[src/rtl/mtm_alu_sched_if.sv]
// Request/response bus between the two on-chip requesters and the mtm_Alu scheduler.
interface mtm_alu_sched_if;
    logic [1:0]  req_valid;
    logic [1:0]  req_ready;
    logic [31:0] req_a0;
    logic [31:0] req_b0;
    logic [31:0] req_a1;
    logic [31:0] req_b1;
    logic [2:0]  req_op0;
    logic [2:0]  req_op1;
    logic [1:0]  rsp_valid;
    logic [31:0] rsp_c;
    logic [7:0]  rsp_ctl;
    logic        rsp_err;
    logic        rsp_crc_bad;
    logic        rsp_timeout;

    modport master (
        output req_valid, req_a0, req_b0, req_a1, req_b1, req_op0, req_op1,
        input  req_ready, rsp_valid, rsp_c, rsp_ctl, rsp_err, rsp_crc_bad, rsp_timeout
    );

    modport slave (
        input  req_valid, req_a0, req_b0, req_a1, req_b1, req_op0, req_op1,
        output req_ready, rsp_valid, rsp_c, rsp_ctl, rsp_err, rsp_crc_bad, rsp_timeout
    );
endinterface

[src/rtl/mtm_alu_sched.sv]
// Round-robin scheduler sharing one mtm_Alu serial link between two requesters.
// One transaction in flight: accept, serialise command, collect response, report.
module mtm_alu_sched #(
    parameter int TIMEOUT = 256,
    parameter int GAP     = 2
) (
    input  logic           clk,
    input  logic           rst_n,
    mtm_alu_sched_if.slave bus,
    output logic           sin,
    input  logic           sout
);
    localparam int FRAME_LEN = 11 + GAP;
    localparam int BW        = $clog2(FRAME_LEN);
    localparam int TW        = $clog2(TIMEOUT);
    localparam logic [BW-1:0] LAST_BIT  = BW'(FRAME_LEN - 1);
    localparam logic [TW-1:0] LAST_IDLE = TW'(TIMEOUT - 1);

    typedef enum logic [2:0] {IDLE, TX, WAIT, RX, DONE} state_t;

    state_t        state, state_nxt;
    logic          last_served;
    logic          grant;
    logic          accept;
    logic [1:0]    ready;
    logic [1:0]    rsp_valid;
    logic [63:0]   tx_data;
    logic [2:0]    tx_op;
    logic [3:0]    tx_frame;
    logic [BW-1:0] tx_bit;
    logic [3:0]    crc4;
    logic [3:0]    crc4_final;
    logic [7:0]    tx_byte;
    logic [2:0]    tx_idx;
    logic [TW-1:0] idle_cnt;
    logic [3:0]    rx_bit;
    logic [2:0]    rx_frame;
    logic          rx_err_frame;
    logic [31:0]   rx_c;
    logic [7:0]    rx_byte;
    logic [2:0]    crc3;
    logic [31:0]   rsp_c_q;
    logic [7:0]    rsp_ctl_q;
    logic          rsp_err_q;
    logic          rsp_crc_bad_q;
    logic          rsp_timeout_q;

    function automatic logic [3:0] crc4_step(input logic [3:0] crc, input logic din);
        logic fb;
        fb = crc[3] ^ din;
        return {crc[2], crc[1], crc[0] ^ fb, fb};
    endfunction

    function automatic logic [2:0] crc3_step(input logic [2:0] crc, input logic din);
        logic fb;
        fb = crc[2] ^ din;
        return {crc[1], crc[0] ^ fb, fb};
    endfunction

    // The running CRC covers the 64 data bits; the trailing {1, OP} bits are folded in here.
    assign crc4_final = crc4_step(crc4_step(crc4_step(crc4_step(crc4, 1'b1),
                                  tx_op[2]), tx_op[1]), tx_op[0]);
    assign tx_byte    = (tx_frame == 4'd8) ? {1'b0, tx_op, crc4_final}
                                           : tx_data[{~tx_frame[2:0], 3'b000} +: 8];
    assign tx_idx     = 3'(9 - int'(tx_bit));

    assign bus.req_ready   = ready;
    assign bus.rsp_valid   = rsp_valid;
    assign bus.rsp_c       = rsp_c_q;
    assign bus.rsp_ctl     = rsp_ctl_q;
    assign bus.rsp_err     = rsp_err_q;
    assign bus.rsp_crc_bad = rsp_crc_bad_q;
    assign bus.rsp_timeout = rsp_timeout_q;

    // State register.
    always_ff @(posedge clk or negedge rst_n) begin
        if (!rst_n) state <= IDLE;
        else        state <= state_nxt;
    end

    // Next state, arbitration, serial line drive and the response pulse.
    always_comb begin
        state_nxt = state;
        grant     = 1'b0;
        accept    = 1'b0;
        ready     = 2'b00;
        rsp_valid = 2'b00;
        sin       = 1'b1;
        case (state)
            IDLE: begin
                if (bus.req_valid == 2'b11) grant = ~last_served;
                else                        grant = bus.req_valid[1];
                if (|bus.req_valid) begin
                    accept    = 1'b1;
                    ready     = grant ? 2'b10 : 2'b01;
                    state_nxt = TX;
                end
            end
            TX: begin
                if (tx_bit == 0)      sin = 1'b0;
                else if (tx_bit == 1) sin = (tx_frame == 4'd8);
                else if (tx_bit <= 9) sin = tx_byte[tx_idx];
                if (tx_frame == 4'd8 && tx_bit == LAST_BIT) state_nxt = WAIT;
            end
            WAIT: begin
                if (!sout)                      state_nxt = RX;
                else if (idle_cnt == LAST_IDLE) state_nxt = DONE;
            end
            RX: begin
                if (rx_bit == 4'd10) begin
                    if (!sout || rx_err_frame || rx_frame == 3'd4) state_nxt = DONE;
                    else                                            state_nxt = WAIT;
                end
            end
            DONE: begin
                rsp_valid = last_served ? 2'b10 : 2'b01;
                state_nxt = IDLE;
            end
            default: state_nxt = IDLE;
        endcase
    end

    // Capture the granted request and step through the command frames while transmitting.
    always_ff @(posedge clk or negedge rst_n) begin
        if (!rst_n) begin
            last_served <= 1'b1;
            tx_data     <= '0;
            tx_op       <= '0;
            tx_frame    <= '0;
            tx_bit      <= '0;
            crc4        <= '0;
        end else if (accept) begin
            last_served <= grant;
            tx_data     <= grant ? {bus.req_b1, bus.req_a1} : {bus.req_b0, bus.req_a0};
            tx_op       <= grant ? bus.req_op1 : bus.req_op0;
            tx_frame    <= '0;
            tx_bit      <= '0;
            crc4        <= '0;
        end else if (state == TX) begin
            if (tx_frame != 4'd8 && tx_bit >= 2 && tx_bit <= 9)
                crc4 <= crc4_step(crc4, tx_byte[tx_idx]);
            if (tx_bit == LAST_BIT) begin
                tx_bit   <= '0;
                tx_frame <= tx_frame + 4'd1;
            end else begin
                tx_bit <= tx_bit + BW'(1);
            end
        end
    end

    // Deserialise response frames, track idle time and accumulate CRC3 over C and the flags.
    always_ff @(posedge clk or negedge rst_n) begin
        if (!rst_n) begin
            idle_cnt     <= '0;
            rx_bit       <= 4'd1;
            rx_frame     <= '0;
            rx_err_frame <= 1'b0;
            rx_c         <= '0;
            rx_byte      <= '0;
            crc3         <= '0;
        end else begin
            case (state)
                IDLE: begin
                    idle_cnt     <= '0;
                    rx_bit       <= 4'd1;
                    rx_frame     <= '0;
                    rx_err_frame <= 1'b0;
                    rx_c         <= '0;
                    crc3         <= '0;
                end
                TX: idle_cnt <= '0;
                WAIT: begin
                    rx_bit <= 4'd1;
                    if (sout) idle_cnt <= idle_cnt + TW'(1);
                end
                RX: begin
                    idle_cnt <= '0;
                    rx_bit   <= rx_bit + 4'd1;
                    if (rx_bit == 1 && rx_frame == 0) rx_err_frame <= sout;
                    if (rx_bit >= 2 && rx_bit <= 9) begin
                        rx_byte <= {rx_byte[6:0], sout};
                        if (rx_frame != 3'd4) rx_c <= {rx_c[30:0], sout};
                        if (rx_frame != 3'd4 || rx_bit <= 6) crc3 <= crc3_step(crc3, sout);
                    end
                    if (rx_bit == 4'd10) rx_frame <= rx_frame + 3'd1;
                end
                default: ;
            endcase
        end
    end

    // Latch the response outputs on entry to DONE; they hold until the next DONE.
    always_ff @(posedge clk or negedge rst_n) begin
        if (!rst_n) begin
            rsp_c_q       <= '0;
            rsp_ctl_q     <= '0;
            rsp_err_q     <= 1'b0;
            rsp_crc_bad_q <= 1'b0;
            rsp_timeout_q <= 1'b0;
        end else if (state_nxt == DONE) begin
            if (state == WAIT) begin
                rsp_c_q       <= '0;
                rsp_ctl_q     <= '0;
                rsp_err_q     <= 1'b0;
                rsp_crc_bad_q <= 1'b0;
                rsp_timeout_q <= 1'b1;
            end else if (!sout) begin
                rsp_c_q       <= rx_c;
                rsp_ctl_q     <= rx_byte;
                rsp_err_q     <= 1'b0;
                rsp_crc_bad_q <= 1'b1;
                rsp_timeout_q <= 1'b0;
            end else if (rx_err_frame) begin
                rsp_c_q       <= '0;
                rsp_ctl_q     <= rx_byte;
                rsp_err_q     <= 1'b1;
                rsp_crc_bad_q <= 1'b0;
                rsp_timeout_q <= 1'b0;
            end else begin
                rsp_c_q       <= rx_c;
                rsp_ctl_q     <= rx_byte;
                rsp_err_q     <= 1'b0;
                rsp_crc_bad_q <= (crc3 != rx_byte[2:0]);
                rsp_timeout_q <= 1'b0;
            end
        end
    end
endmodule

[src/flat_wrapper.sv]
// flat-port wrapper written by rule: the top's interface ports become plain ports
module mtm_alu_sched_flat 
#(
    parameter int TIMEOUT = 256,
    parameter int GAP     = 2
)
  (clk, rst_n, sin, sout, bus_req_valid, bus_req_a0, bus_req_b0, bus_req_a1, bus_req_b1, bus_req_op0, bus_req_op1, bus_req_ready, bus_rsp_valid, bus_rsp_c, bus_rsp_ctl, bus_rsp_err, bus_rsp_crc_bad, bus_rsp_timeout);
  mtm_alu_sched_if bus_i ();
  input  logic clk;
  input  logic rst_n;
  output logic sin;
  input  logic sout;
  input wire logic [$bits(bus_i.req_valid)-1:0] bus_req_valid;
  input wire logic [$bits(bus_i.req_a0)-1:0] bus_req_a0;
  input wire logic [$bits(bus_i.req_b0)-1:0] bus_req_b0;
  input wire logic [$bits(bus_i.req_a1)-1:0] bus_req_a1;
  input wire logic [$bits(bus_i.req_b1)-1:0] bus_req_b1;
  input wire logic [$bits(bus_i.req_op0)-1:0] bus_req_op0;
  input wire logic [$bits(bus_i.req_op1)-1:0] bus_req_op1;
  output wire logic [$bits(bus_i.req_ready)-1:0] bus_req_ready;
  output wire logic [$bits(bus_i.rsp_valid)-1:0] bus_rsp_valid;
  output wire logic [$bits(bus_i.rsp_c)-1:0] bus_rsp_c;
  output wire logic [$bits(bus_i.rsp_ctl)-1:0] bus_rsp_ctl;
  output wire logic [$bits(bus_i.rsp_err)-1:0] bus_rsp_err;
  output wire logic [$bits(bus_i.rsp_crc_bad)-1:0] bus_rsp_crc_bad;
  output wire logic [$bits(bus_i.rsp_timeout)-1:0] bus_rsp_timeout;
  assign bus_i.req_valid = bus_req_valid;
  assign bus_i.req_a0 = bus_req_a0;
  assign bus_i.req_b0 = bus_req_b0;
  assign bus_i.req_a1 = bus_req_a1;
  assign bus_i.req_b1 = bus_req_b1;
  assign bus_i.req_op0 = bus_req_op0;
  assign bus_i.req_op1 = bus_req_op1;
  assign bus_req_ready = bus_i.req_ready;
  assign bus_rsp_valid = bus_i.rsp_valid;
  assign bus_rsp_c = bus_i.rsp_c;
  assign bus_rsp_ctl = bus_i.rsp_ctl;
  assign bus_rsp_err = bus_i.rsp_err;
  assign bus_rsp_crc_bad = bus_i.rsp_crc_bad;
  assign bus_rsp_timeout = bus_i.rsp_timeout;
  mtm_alu_sched #(.TIMEOUT(TIMEOUT), .GAP(GAP)) u_core (.clk(clk), .rst_n(rst_n), .bus(bus_i), .sin(sin), .sout(sout));
endmodule
[config.mk]
export PLATFORM = sky130hd
export DESIGN_NAME = mtm_alu_sched_flat
export DESIGN_NICKNAME = d
export VERILOG_FILES = /design/src/rtl/mtm_alu_sched_if.sv /design/src/rtl/mtm_alu_sched.sv /design/src/flat_wrapper.sv
export SDC_FILE = /design/constraint.sdc
export NUM_CORES = 1
export LEC_CHECK = 0
export BUFFER_PORTS_ARGS = -buffer_cell sky130_fd_sc_hd__buf_4
export CAP_MARGIN = 20
export CORE_ASPECT_RATIO = 0.7
export CORE_UTILIZATION = 50
export DETAILED_ROUTE_END_ITERATION = 8
export HOLD_SLACK_MARGIN = 0.1
export PLACE_DENSITY = 0.83
export SLEW_MARGIN = 40
export SYNTH_ARGS = -nofsm -noshare
export SYNTH_HDL_FRONTEND = slang
export SYNTH_SLANG_ARGS = --single-unit
export TNS_END_PERCENT = 20
[constraint.sdc]
create_clock -name clk -period 3 [get_ports clk]
set_clock_uncertainty 0.05 [all_clocks]
set_input_delay 0.6 -clock clk [delete_from_list [all_inputs] [get_ports clk]]
set_output_delay 0.6 -clock clk [all_outputs]
set_load 0.01 [all_outputs]
Word-level counts from Yosys, hierarchy flattened
Index checks and enable logic that the tools add are counted.
{"block": "word_totals", "ff_bits": 185, "latchBits": 0, "mem_bits_rw": 0, "mem_bits_ro": 0, "in_bits": 139, "output_inout_bits": 48, "wordCells": 156, "n_memories": 0}
{"block": "classes", "add_sub_neg": 6, "n_mul": 0, "n_div": 0, "n_lt_le_gt_ge": 6, "n_eq_ne": 22, "shift": 1, "n_mux": 59, "bitwise_logic": 14, "reduce_logical": 29}
{"cell": "$mux W32", "n": 5}
{"cell": "$mux W64", "n": 1}
{"cell": "$pmux W32 S2", "n": 1}
{"cell": "$shiftx A64 B7 Y8", "n": 1}
{"cell": "$mux W4", "n": 9}
{"cell": "$mux W3", "n": 10}
{"cell": "$mux W8", "n": 3}
{"cell": "$mux W1", "n": 18}
{"cell": "$pmux W8 S2", "n": 1}
{"cell": "$add A4 B1 Y4 const B", "n": 3}
{"cell": "$eq A4 B4 Y1 const B", "n": 3}
{"cell": "$pmux W3 S2", "n": 2}
{"cell": "$pmux W3 S4", "n": 1}
{"cell": "$reduce_and A2 Y1", "n": 6}
{"cell": "$reduce_bool A2 Y1", "n": 6}
{"cell": "$xor A1 B1 Y1", "n": 11}
{"cell": "$mux W2", "n": 5}
{"cell": "$ne A2 B1 Y1 const B", "n": 5}
{"cell": "$eq A3 B3 Y1 const B", "n": 3}
{"cell": "$add A8 B1 Y8 const B", "n": 1}
{"cell": "$eq A4 B1 Y1 const B", "n": 2}
{"cell": "$eq A8 B8 Y1 const B", "n": 1}
{"cell": "$ge A4 B2 Y1 const B", "n": 2}
{"cell": "$le A4 B4 Y1 const B", "n": 2}
{"cell": "24 further kinds", "n": 35}

Depth between registers and ports, before layout
{"block": "depth", "word_depth": 12, "ltp_mapped": 11, "depth_no_buf": 9}

Worst setup path after synthesis
No wires, ideal clock.
{"block": "synth_timing", "path_kind": "register to output", "start": "register u_core.tx_frame[1]", "end": "output port sin", "t_arrival_ps": 2366, "required_ps": 2350, "setup_slack_ps": -16, "path_stages_with_launch": 12, "n_path_buf": 3, "cell_sequence": "dfrtp_1 buf_6 buf_4 inv_1 ha_1 and2_1 clkbuf_1 nor3_1 o32ai_1 nor3_1 a2bb2oi_1 o32a_1"}
{"block": "synth_between", "elab_chain_len": 9, "elab_cells_between_ends": 10, "cone_classes": "eq/ne: 1; shift: 1; mux: 7; bitwise: 1"}
{"item": "start, declared", "line": "mtm_alu_sched.sv:29", "rtl": "logic [3:0] tx_frame;"}
{"item": "start signal, assigned", "line": "mtm_alu_sched.sv:144", "rtl": "tx_frame <= tx_frame + 4'd1;"}
{"item": "$not A3 Y3", "line": "mtm_alu_sched.sv:64", "rtl": ": tx_data[{~tx_frame[2:0], 3'b000} +: 8];"}
{"item": "$shiftx A64 B7 Y8", "line": "mtm_alu_sched.sv:64"}
{"item": "$mux W8", "line": "mtm_alu_sched.sv:63", "rtl": "assign tx_byte = (tx_frame == 4'd8) ? {1'b0, tx_op, crc4_final}"}
{"item": "$bmux W1 S3", "line": "mtm_alu_sched.sv:102", "rtl": "else if (tx_bit <= 9) sin = tx_byte[tx_idx];"}
{"item": "$mux W1 (implied by the code)", "line": "mtm_alu_sched.sv:102"}
{"item": "$mux W1", "line": "mtm_alu_sched.sv:102"}
{"item": "$mux W1 *", "line": "mtm_alu_sched.sv:101", "rtl": "else if (tx_bit == 1) sin = (tx_frame == 4'd8);"}
{"item": "$mux W1 *", "line": "mtm_alu_sched.sv:100", "rtl": "if (tx_bit == 0) sin = 1'b0;"}
{"item": "$mux W1 *", "line": "mtm_alu_sched.sv:89", "rtl": "case (state)"}
{"item": "end, declared", "line": "flat_wrapper.sv:11", "rtl": "output logic sin;"}
Mark *: on every way between the ends. The rest lies on a longest branch, timed or not. The select of a mux whose other input is x is not followed.

Worst setup path in the final report
{"block": "layout_timing", "start": "register u_core.tx_frame[0]", "end": "output port sin"}
The elaborated chain is that of the path after synthesis.

==> results.toml <==
[outcome]
result_of_the_run = "finished, violations left"
violated_checks = "setup timing"

[hold_path]
holdCritPathClass = "primary input to flip-flop"
holdPathStages = 3

[sta]
drv_slew = 0
worst_slew_margin_rel_pct = 55.0
layout_worst_path_cycle_share_pct = 107
report.final.hold_viol_count = 0
final-setup-viol-count = 1
worst_pin_slew_ps = 669
final_period_minus_worst_setup_slack_ps = 3220
fmax_ghz = 0.311
layout_setup_ws_ps = -215
grt_setup_unrepaired = "true"

[die]
die_x_um = 161
floorplan.rows = 40
die_h_um = 114
die_area_mm2 = 0.0183
core-area_mm2 = 0.0173
io_pins = 187
initial_core_util_pct = 51.5

[cells_and_area]
mostFrequentLayoutCells = "226 x sky130_fd_sc_hd__nand2_1, 207 x sky130_fd_sc_hd__buf_4, 183 x sky130_fd_sc_hd__dfrtp_1"
stdcell_area_mm2 = 0.0113
final_common_cell = "sky130_fd_sc_hd__nand2_1"
area_growth_pct = 27.2
final_net_count = 1256
antennaDiodeCount = 0
final_layout_size_suffix_gt1_share_pct = 26.9

[global_routing]
grt_pass1_wl_um = 38900
via_count_of_the_first_global_routing_pass = 7433
grt_max_degree = 109
grt_antenna_before_repair = 0
total_overflow_reported_by_the_global_router = 0
grt_util_all_layers_pct = 27.0

[power]
design_power_total_mw = 8.88
power_density_mw_per_mm2 = 785
peak_supply_drop_uv = 402
power.static_leakage_nw = 5.53

[detailed_routing]
firstDrtPassIters = 8
drc_errors = 0
route.final.wire_length_um = 23300
avgViaCountPerCell = 5.70
drt_iter0_markers = 695
detail_route.wl_per_cell_um = 17.3
detail-route-antenna-nets = 0
route.vias.total = 7672

[clock_network]
cts_sinks = 185
max-clock-path-buffers = 2
cts_made_buffers = 17
clkSlewWorstSetupHoldPaths_ps = 80
clock_latency_ps = 440
root_buffer = "sky130_fd_sc_hd__clkbuf_16"
h_tree_levels = 4
cts_tree = "built"

[setup_path]
worstPathMaxFanout = 4
reg2reg_depth = 9
worstPathArrival_ps = 2570
setup.worst_path.start_class = "flip-flop"
crit_type = "flip-flop to primary output"
cp_data_required_time_ps = 2350
end_kind = "primary output"

[logic_synthesis]
synth_seq_cells = 185
syn_area_per_cell_um2 = 9.54
mappedNetlistArea_mm2 = 0.00889
post_synth_main_area_contributors = "sky130_fd_sc_hd__dfrtp_1 51%, sky130_fd_sc_hd__nand2_1 9.6%, sky130_fd_sc_hd__o22ai_1 4.7%"
asyncSetResetFlopFracSynth_pct = 100
yosys.cell_types.count = 64
ys_dominant_reg_cell = "sky130_fd_sc_hd__dfrtp_1"
post-synth-top-area-cell = "sky130_fd_sc_hd__dfrtp_1"
yosysWarnings = 0
synth.top_cell.area_share_pct = 51.5
synth_cells = 932
ys_seq_area_share_pct = 52.1
mappedNetlistNets = 1085
synth_enable_flop_cells = 0

[run]
timing.max_cap.violations = 0

[placement]
gp_congestion = 0.899
dp.final_hpwl_um = 16200
port_buffers = 186
post_dp_cell_area_mm2 = 0.0106
## report_power, final
group / internal (mW) / switching [mW]
clock network: 1.15 / 1.12
logic: 1.45 / 1.68
registers: 3.02 / 0.461
total: 5.62 / 3.26
## what timing repair did
action,4_1_cts,5_1_grt
hold buffers,1,0
setup buffers,3,3
endpoints found under the hold margin,54,0
setup endpoints to repair,1,1
pin swaps,4,4
resized for setup,10,6
## flip-flops by register name (all words and copies together) (netlist names)
| register | cells |
|---|---|
| u_core.idle_cnt | 8 |
| u_core.bus.rsp_err | 1 |
| u_core.rx_frame | 3 |
| u_core.state | 3 |
| u_core.bus.rsp_timeout | 1 |
| u_core.bus.rsp_ctl | 8 |
| u_core.rx_err_frame | 1 |
| u_core.bus.rsp_c | 32 |
| u_core.bus.rsp_crc_bad | 1 |
| u_core.tx_bit | 4 |
| u_core.rx_c | 32 |
| u_core.tx_frame | 4 |
| u_core.tx_op | 3 |
| u_core.crc4 | 4 |
| u_core.rx_bit | 4 |
| u_core.rx_byte | 8 |
| u_core.tx_data | 64 |
| u_core.crc3 | 3 |
| u_core.last_served | 1 |
## metrics by stage
stage	setup TNS (ps)	setup slack, ps	hold WS [ps]	instances	util [%]
after global routing	-295	-295	379	1347	65.5
after CTS	-219	-219	374	1344	65.3
after global placement	0	60.4	404	1308	61.3
after floorplan	0	16.4	254	932	-
after detailed placement	0	62.3	410	1308	61.3
final	-215	-215	383	1347	65.5
## kinds of logic after synthesis
group	share of synthesized area, %
AOI/OAI and AO/OA	15.3
xor gates and xnor gates	2.29
DFF	52.1
and+or+nand+nor	18.6
adders and majority gates	1.97
buffers and inverters	4.26
muxes	5.56
## worst max-delay path, cell delays in order, from the launching register on
cell and delay [ps]:
sky130_fd_sc_hd__dfrtp_1 410, sky130_fd_sc_hd__buf_6 160, sky130_fd_sc_hd__mux4_2 510, sky130_fd_sc_hd__nor2b_2 130, sky130_fd_sc_hd__a31oi_1 50, sky130_fd_sc_hd__a221o_1 360, sky130_fd_sc_hd__a2bb2oi_2 190, sky130_fd_sc_hd__o32a_1 200
sky130_fd_sc_hd__buf_6 130
## layout make-up
| type | count | area [um2] |
|---|---|---|
| Clock buffer | 18 | 439 |
| Clock inverter | 14 | 174 |
| Fill cell | 1398 | 5950 |
| Inverter | 18 | 67.6 |
| Multi-Input combinational cell | 662 | 3970 |
| Sequential cell | 185 | 4630 |
| Tap cell | 231 | 289 |
| Timing Repair Buffer | 219 | 1740 |
## metal layers
layer  global-route usage (%)  vias to the layer above  part of all wire (%)  wire length, um
li1                         -                     3639                     -                -
met1                     40.7                     3716                    47            11100
met2                     40.2                      275                    45            10400
met3                     4.62                       42                   6.0             1410
met4                     8.18                        0                   1.9              444
met5                        0                        -                     0                0
## synth_stat cells, types with 3 or more instances
cell,instances
sky130_fd_sc_hd__ha_1,14
sky130_fd_sc_hd__mux2i_1,7
sky130_fd_sc_hd__o21ai_1,3
sky130_fd_sc_hd__nor2b_1,3
sky130_fd_sc_hd__and3_1,3
sky130_fd_sc_hd__o22ai_1,67
sky130_fd_sc_hd__buf_6,4
sky130_fd_sc_hd__dfrtp_1,183
sky130_fd_sc_hd__a21oi_1,17
sky130_fd_sc_hd__nand4_1,9
sky130_fd_sc_hd__nand3b_1,5
sky130_fd_sc_hd__buf_2,15
sky130_fd_sc_hd__nand3_1,81
sky130_fd_sc_hd__nor2_1,26
sky130_fd_sc_hd__xnor2_1,10
sky130_fd_sc_hd__or3_1,3
sky130_fd_sc_hd__clkbuf_1,42
sky130_fd_sc_hd__nand2_1,227
sky130_fd_sc_hd__o21bai_1,3
sky130_fd_sc_hd__a31oi_1,5
sky130_fd_sc_hd__inv_1,17
sky130_fd_sc_hd__xor2_1,8
sky130_fd_sc_hd__nor2_2,3
sky130_fd_sc_hd__a22o_1,8
sky130_fd_sc_hd__nand2b_1,3
sky130_fd_sc_hd__buf_1,3
sky130_fd_sc_hd__and2_1,4
sky130_fd_sc_hd__o21ai_0,83
sky130_fd_sc_hd__mux4_2,12
sky130_fd_sc_hd__mux2_2,11
sky130_fd_sc_hd__buf_4,3
sky130_fd_sc_hd__nor3_1,6
## path summary, 6_finish.rpt
check | start | end | slack [ps]
min in group asynchronous | rst_n | u_core.tx_data[38] | 610
max in group asynchronous | rst_n | u_core.bus.rsp_c[22] | 1520
setup reg to reg | u_core.tx_frame[0] | u_core.crc4[0] | 500
hold reg to reg | u_core.bus.rsp_c[26] | u_core.bus.rsp_c[26] | 420
setup / recovery | u_core.tx_frame[0] | sin | -220
hold / removal | bus_req_b0[22] | u_core.tx_data[54] | 380
Power figures use the tool's default switching activity.
